File: src/rtl/right_rotation_seq.sv
// right_rotation_seq: rotates an operand right by a variable amount, one
// position per clock. The operation has three phases: IDLE, then ROT
// (s cycles), then DONE (one cycle with the done strobe high). dout is
// both the working register and the result register.
//
// Request semantics: start is a request, and !busy is its ready. A request
// is accepted on a rising clk edge where start=1 and the FSM is in IDLE.
// Only on that edge are din and s sampled. A start seen while busy is
// dropped, not queued, so the requester must hold it or raise it again
// once busy falls. There is no backpressure on done. It is a one-cycle
// strobe, and dout stays valid until the next accepted request.
module right_rotation_seq #(
  parameter int WIDTH = 8,
  parameter int SW    = 3
) (
  input  logic             clk,
  input  logic             rst,
  input  logic             start,
  input  logic [WIDTH-1:0] din,
  input  logic [SW-1:0]    s,
  output logic             busy,
  output logic             done,
  output logic [WIDTH-1:0] dout,
  output logic [1:0]       state_dbg
);

  typedef enum logic [1:0] {
    IDLE = 2'd0,
    ROT  = 2'd1,
    DONE = 2'd2
  } state_t;

  state_t           state_q, state_d;
  logic [SW-1:0]    cnt_q, cnt_d;
  logic [WIDTH-1:0] dout_q, dout_d;

  // State, count and data registers; async reset aborts any operation.
  always_ff @(posedge clk or posedge rst) begin
    if (rst) begin
      state_q <= IDLE;
      cnt_q   <= '0;
      dout_q  <= '0;
    end else begin
      state_q <= state_d;
      cnt_q   <= cnt_d;
      dout_q  <= dout_d;
    end
  end

  // Next-state and datapath selection; every register holds by default.
  always_comb begin
    state_d = state_q;
    cnt_d   = cnt_q;
    dout_d  = dout_q;
    unique case (state_q)
      IDLE: begin
        if (start) begin
          dout_d  = din;
          cnt_d   = s;
          // A zero amount skips ROT entirely, so done follows acceptance.
          state_d = (s != '0) ? ROT : DONE;
        end
      end
      ROT: begin
        // ROT is only entered with cnt != 0, so this never wraps.
        dout_d = {dout_q[0], dout_q[WIDTH-1:1]};
        cnt_d  = cnt_q - 1'b1;
        if (cnt_q == SW'(1)) begin
          state_d = DONE;
        end
      end
      DONE: begin
        state_d = IDLE;
      end
      default: begin
        // Encoding 2'd3 is unreachable, but recover to IDLE if it appears.
        state_d = IDLE;
      end
    endcase
  end

  // Status outputs decode the registered state only, with no path from start.
  always_comb begin
    busy      = (state_q != IDLE);
    done      = (state_q == DONE);
    dout      = dout_q;
    state_dbg = state_q;
  end

  // The done strobe never lasts longer than one cycle.
  property p_done_single;
    @(posedge clk) disable iff (rst) done |=> !done;
  endproperty
  a_done_single: assert property (p_done_single);

  // The counter is never zero while rotating.
  property p_cnt_nonzero_in_rot;
    @(posedge clk) disable iff (rst) (state_q == ROT) |-> (cnt_q != '0);
  endproperty
  a_cnt_nonzero_in_rot: assert property (p_cnt_nonzero_in_rot);

  // DONE always returns to IDLE.
  property p_done_to_idle;
    @(posedge clk) disable iff (rst) (state_q == DONE) |=> (state_q == IDLE);
  endproperty
  a_done_to_idle: assert property (p_done_to_idle);

endmodule

File: config.mk
export PLATFORM = sky130hd
export DESIGN_NAME = right_rotation_seq
export DESIGN_NICKNAME = d
export VERILOG_FILES = /design/src/rtl/right_rotation_seq.sv
export SDC_FILE = /design/constraint.sdc
export NUM_CORES = 1
export LEC_CHECK = 0
export CORE_MARGIN = 3
export CORE_UTILIZATION = 43
export CTS_BUF_LIST = sky130_fd_sc_hd__clkbuf_16
export CTS_CLUSTER_DIAMETER = 100
export DETAILED_ROUTE_END_ITERATION = 6
export GPL_ROUTABILITY_DRIVEN = 0
export PLACE_DENSITY = 0.78
export SLEW_MARGIN = 10
export SYNTH_ARGS = -nofsm -noshare
export SYNTH_HDL_FRONTEND = slang
export SYNTH_SLANG_ARGS = --single-unit
File: constraint.sdc
create_clock -name clk -period 1.3 [get_ports clk]
set_input_delay 0.26 -clock clk [delete_from_list [all_inputs] [get_ports clk]]
set_output_delay 0.26 -clock clk [all_outputs]
set_load 0.01 [all_outputs]
==> results of run 1 <==
kinds of logic after synthesis:
logic type      Yosys count  share of synthesized area, %
compound gates           32                         26.45
flops                    13                         44.37
simple gates             22                         18.09
buf+inv                  12                         7.679
fa+ha+maj                 2                         3.412
what timing repair did:
item | CTS | global route
gates resized for setup | 43 | 14
pin swaps | 1 | 1
hold buffers | 0 | 0
setup buffers | 7 | 1
cloned | 0 | 1
endpoints found under the setup margin | 18 | 17
final cells by class:
class | count | area share, %
Clock inverter | 1 | 0.2944
Multi-Input combinational cell | 56 | 32.97
Inverter | 7 | 2.061
Clock buffer | 3 | 5.888
Tap cell | 16 | 1.570
Timing Repair Buffer | 42 | 31.70
Sequential cell | 13 | 25.52
per-layer routing:
layer / global-route usage, % / routed length (um) / vias up
li1: - / - / 365
met1: 31.87 / 1087 / 390
met2: 35.56 / 1190 / 28
met3: 2.299 / 116 / 6
met4: 6.630 / 42 / 0
met5: 0 / 0 / -
state kept, by name (all words and copies together), names as in the netlist:
signal / cells
cnt_q: 3
dout: 8
state_dbg: 2
stage by stage:
| step | hold WS, ps | cells |
|---|---|---|
| after floorplan | 137.0 | 81 |
| after global placement | 499.3 | 126 |
| after detailed placement | 501.2 | 126 |
| after CTS | 316.6 | 137 |
| after global routing | 358.7 | 138 |
| final | 310.0 | 138 |
worst max-delay path, stage by stage (launching register included):
cell     delay (ps)
dfrtp_1         380
buf_4           140
buf_12          140
buf_6           130
and3b_1         180
a21oi_1         150
o21ai_1          80
Yosys cell counts:
| cell | count | area [um^2] |
|---|---|---|
| nor2_1 | 1 | 3.750 |
| nor2b_1 | 5 | 31.28 |
| o21ai_1 | 1 | 5.000 |
| a21oi_1 | 9 | 45.04 |
| nand2b_1 | 1 | 6.260 |
| buf_6 | 1 | 11.26 |
| or2_2 | 1 | 6.260 |
| and2b_1 | 1 | 7.510 |
| ha_1 | 2 | 25.02 |
| and2_1 | 1 | 6.260 |
| clkbuf_1 | 1 | 3.750 |
| o21bai_1 | 1 | 7.510 |
| a32oi_1 | 1 | 8.760 |
| a311oi_1 | 1 | 8.760 |
| nand2_1 | 6 | 22.52 |
| buf_2 | 3 | 15.01 |
| a2bb2oi_1 | 2 | 17.52 |
| and3b_1 | 5 | 43.79 |
| nor3_1 | 1 | 5.000 |
| o31a_1 | 1 | 8.760 |
| o21ai_0 | 11 | 55.05 |
| inv_1 | 7 | 26.28 |
| dfrtp_1 | 13 | 325.3 |
| a22oi_1 | 5 | 37.54 |
power by group:
group	switching (W)	total, W	leakage [nW]	internal (W)
Combinational	0.000859	0.00187	0.418	0.00101
Clock	0.000168	0.000573	0.0423	0.000406
Sequential	0.000182	0.000787	0.162	0.000604
worst paths after layout:
check	start	endpoint	slack (ps)	cells after the start
max	state_dbg[0]	dout[6]	-30	6
min	rst	dout[4]	310	3
max reg2reg	state_dbg[0]	dout[6]	-30	6
min reg2reg	dout[2]	dout[2]	510	2
max in group asynchronous	rst	dout[0]	830	3
min in group clk	dout[2]	dout[2]	510	2
==> impl_metrics.env, run 1 <==
export IMPL_fillers=86
export IMPL_outcome="complete, but fails checks"
export IMPL_final_nets=139
export IMPL_p_total_w=0.003233
export IMPL_final_area_um2=1275
export IMPL_die_height_um=47.30
export IMPL_routed_wl_um=2437
export IMPL_crit_type="flip-flop to flip-flop"
export IMPL_fin_worst_skew_ps=1.384
export IMPL_io_pins=26
export IMPL_layout_common_cells="13 x dfrtp_1, 12 x clkdlybuf4s50_1, 12 x buf_4"
export IMPL_avgSynthCellArea_um2=9.052
export IMPL_cellLeakagePower_nw=0.6218
export IMPL_clk_latency_ps=240
export IMPL_drive_gt1_share_pct=31.15
export IMPL_yosysWarnings=0
export IMPL_clockRootBuffer="clkbuf_16"
export IMPL_synth_cell_type_count=24
export IMPL_cts_sinks=13
export IMPL_setup_tns_ps=-98.50
export IMPL_fin_ws_ps=-28.02
export IMPL_critPathCaptureType="flip-flop"
export IMPL_hold_violations=0
export IMPL_port_buffers=25
export IMPL_peakVddDrop_mv=1.587
export IMPL_setup_violations=6
export IMPL_syn_to_final_growth_pct=73.89
export IMPL_clkSlewWorstSetupHoldPaths_ps=50
export IMPL_ant_nets=0
export IMPL_antenna_found_initial=0
export IMPL_required_ps=1420
export IMPL_fmax_mhz=753.0
export IMPL_vias_per_cell=5.717
export IMPL_worstMarginPinSlew_ps=428.4
export IMPL_start_util_pct=47.03
export IMPL_dpl_cell_area_um2=1041
export IMPL_overflow=0
export IMPL_syn_inst=81
export IMPL_synth_area_um2=733.2
export IMPL_wl_per_cell_um=17.66
export IMPL_cts_tree="built"
export IMPL_post_route_drc_count=0
export IMPL_grt_pass1_wl_um=3525
export IMPL_cts_buffers=3
export IMPL_multi_input_area_um2=420.4
export IMPL_dieArea_um2=2237
export IMPL_track_usage_pct=22.42
export IMPL_p_per_area_nw_per_um2=2536
export IMPL_drt_iter0_drc=17
export IMPL_drt_first_pass_iters=4
export IMPL_final_util_pct=81.78
export IMPL_dpl_worst_slack_ps=-252.3
export IMPL_crit_path_start_kind="flip-flop"
export IMPL_synth_nets=97
export IMPL_rsz0062_at_grt="yes"
export IMPL_regArea_um2=325.3
export IMPL_core_area_um2=1559
export IMPL_arrival_ps=1450
export IMPL_layout_commonest_cell="dfrtp_1"
export IMPL_maxCapViolCount=0
export IMPL_finalCriticalPeriod_ps=1328
export IMPL_vias=789
export IMPL_hpwl_um=1345
export IMPL_htree_levels=1
export IMPL_violations="negative setup slack"
export IMPL_ys_ff_latch=13
export IMPL_rows=14
export IMPL_antennaDiodeCount=0
export IMPL_drv_slew=0
export IMPL_grt_pass1_vias=776
export IMPL_hold_path_class="primary input to async pin"
export IMPL_ys_seq_area_share_pct=44.37
export IMPL_timing_final_crit_share_pct=102.2
export IMPL_grt_max_degree=18
export IMPL_path_max_fanout=16
export IMPL_die_w_um=47.30
export IMPL_slew_limit_headroom_pct=71.44
export IMPL_clk_path_buf_depth=2
Note: power is estimated with default switching activity, not from simulation.
==> run 2, diff against run 1 <==
Settings changed: SLEW_MARGIN 10 to 15.
==> results of run 2 <==
The final DEF is identical to that of run 1; final timing and power are the same.
==> run 3, diff against run 2 <==
Settings changed: CORE_UTILIZATION 43 to 25, PLACE_DENSITY 0.78 to 0.51.
==> run 3 against run 2 <==
Compared with the run above:
- register-to-register slack gained 120 ps
- non-clock buffer count is 3 lower
- the run now ends clean
- die area up 62%
- critical endpoint is now busy
- power down 13%
- highest routed layer is now met3
- sequential cell count stayed put
- largest cell class unchanged
- global-route usage decreased by 9.7 points
- first-iteration DRC count is 59% lower
- utilization shrank 39 points
- final cell count increased by 8.7%
- critical path depth shrank 4
==> impl_metrics.env, run 3 (synthesis gave the netlist of run 1 again) <==
export IMPL_outcome="finished, final reports clean"
export IMPL_clkSlewWorstSetupHoldPaths_ps=50
export IMPL_critPathCaptureType="output port"
export IMPL_grt_most_used_layer="met2"
export IMPL_dieArea_um2=3619
export IMPL_multi_input_area_um2=370.4
export IMPL_grt_pass1_vias=767
export IMPL_required_ps=1040
export IMPL_htree_levels=1
export IMPL_final_cells=150
export IMPL_clk_latency_ps=240
export IMPL_p_per_area_nw_per_um2=2349
export IMPL_vias=728
export IMPL_rsz0062_at_grt="yes"
export IMPL_cellLeakagePower_nw=0.5840
export IMPL_clk_path_buf_depth=2
export IMPL_cts_buffers=3
export IMPL_vias_per_cell=4.853
export IMPL_place_inst=143
export IMPL_crit_type="flip-flop to output port"
export IMPL_overflow=0
export IMPL_met2_usage_pct=20.06
export IMPL_antennaDiodeCount=0
export IMPL_grt_pass1_wl_um=3463
export IMPL_r2r_setup_slack_ps=90
export IMPL_crit_path_start_kind="flip-flop"
export IMPL_regArea_um2=325.3
export IMPL_drt_first_pass_iters=4
export IMPL_cts_sinks=13
export IMPL_maxCapViolCount=0
export IMPL_die_w_um=60.16
export IMPL_setup_tns_ps=0
export IMPL_peakVddDrop_mv=1.162
export IMPL_fin_worst_skew_ps=1.706
export IMPL_drt_iter0_drc=7
export IMPL_core_area_um2=2781
export IMPL_fillers=295
export IMPL_hpwl_um=1460
export IMPL_grtUsageMet1_pct=15.93
export IMPL_port_buffers=25
export IMPL_grt_max_degree=14
export IMPL_arrival_ps=1030
export IMPL_final_util_pct=42.87
export IMPL_p_total_w=0.002801
export IMPL_path_max_fanout=3
export IMPL_hold_path_class="primary input to async pin"
export IMPL_io_pins=26
export IMPL_antenna_found_initial=0
export IMPL_setup_violations=0
export IMPL_cts_tree="built"
export IMPL_drv_slew=0
export IMPL_hold_violations=0
export IMPL_layout_common_cells="13 x dfrtp_1, 12 x clkdlybuf4s50_1, 11 x buf_4"
export IMPL_rows=19
export IMPL_timing_final_crit_share_pct=99.04
export IMPL_start_util_pct=26.36
export IMPL_finalCriticalPeriod_ps=1288
export IMPL_clockRootBuffer="clkbuf_16"
export IMPL_ant_nets=0
export IMPL_drive_gt1_share_pct=21.85
export IMPL_slew_limit_headroom_pct=78.84
export IMPL_routed_wl_um=2003
export IMPL_die_height_um=60.16
export IMPL_largest_reg_flops=8
export IMPL_layout_commonest_cell="dfrtp_1"
export IMPL_final_nets=136
export IMPL_hold_buffers=0
export IMPL_track_usage_pct=12.72
export IMPL_worstMarginPinSlew_ps=316.9
export IMPL_post_route_drc_count=0
export IMPL_wl_per_cell_um=13.35
export IMPL_syn_to_final_growth_pct=62.63
export IMPL_fmax_mhz=776.7
export IMPL_grt_use_met3_pct=3.240
[run 3: cell count changes in the layout (fill, tap and decap cells not counted), moves of 2 or more]
cell / change
a21oi_1: +3
o21ai_0: +4
o21ai_1: -3
inv_2: +2
a21oi_2: -3
a22oi_1: +3
a22oi_2: -3
inv_1: -2
nor2b_4: -2
[run 3: layout make-up]
type,count,share of cell area [%]
Clock buffer,3,6.296
Clock inverter,1,0.3148
Inverter,7,2.204
Multi-Input combinational cell,56,31.06
Sequential cell,13,27.28
Tap cell,31,3.253
Timing Repair Buffer,39,29.59
[run 3: worst max-delay path, cell delays in order, from the launching register on]
cell,delay (ps)
dfrtp_1,410
or2_4,260
buf_6,120
[run 3: repair_timing]
action                     4_1_cts  5_1_grt
setup buffers                    1        3
pin swaps                        0        1
gates resized for setup         24       12
setup endpoints to repair       18       13
[run 3: path summary, 6_finish.rpt]
path / from / end / depth (start not counted)
max in group asynchronous: rst / dout[0] / 3
hold / removal: rst / state_dbg[1] / 3
hold reg to reg: dout[1] / dout[1] / 2
min in group clk: dout[1] / dout[1] / 2
setup reg to reg: state_dbg[0] / cnt_q[2] / 4
setup / recovery: state_dbg[0] / busy / 2
[run 3: power by group]
| part | total (W) | switching, W | leakage (nW) | internal [W] |
|---|---|---|---|---|
| Sequential | 0.000763 | 0.000159 | 0.162 | 0.000604 |
| Clock | 0.000581 | 0.000175 | 0.0423 | 0.000406 |
| Combinational | 0.00146 | 0.000683 | 0.380 | 0.000773 |
| Total | 0.00280 | 0.00102 | 0.584 | 0.00178 |
[run 3: per-stage QoR]
step / area [um^2] / hold slack (ps) / worst slack [ps]
global route: 1192 / 340.7 / -35.35
global placement: 1075 / 519.5 / -180.0
finish: 1192 / 310.3 / 12.46
detailed placement: 1075 / 513.3 / -229.9
CTS: 1157 / 321.0 / 3.656
floorplan: 733.2 / 137.0 / 6.785
[run 3: per-layer routing]
| metal | share of wire (%) | wire length (um) |
|---|---|---|
| met3 | 6.5 | 131 |
| met4 | 0 | 0 |
| met2 | 48 | 967 |
| met5 | 0 | 0 |
| met1 | 45 | 903 |
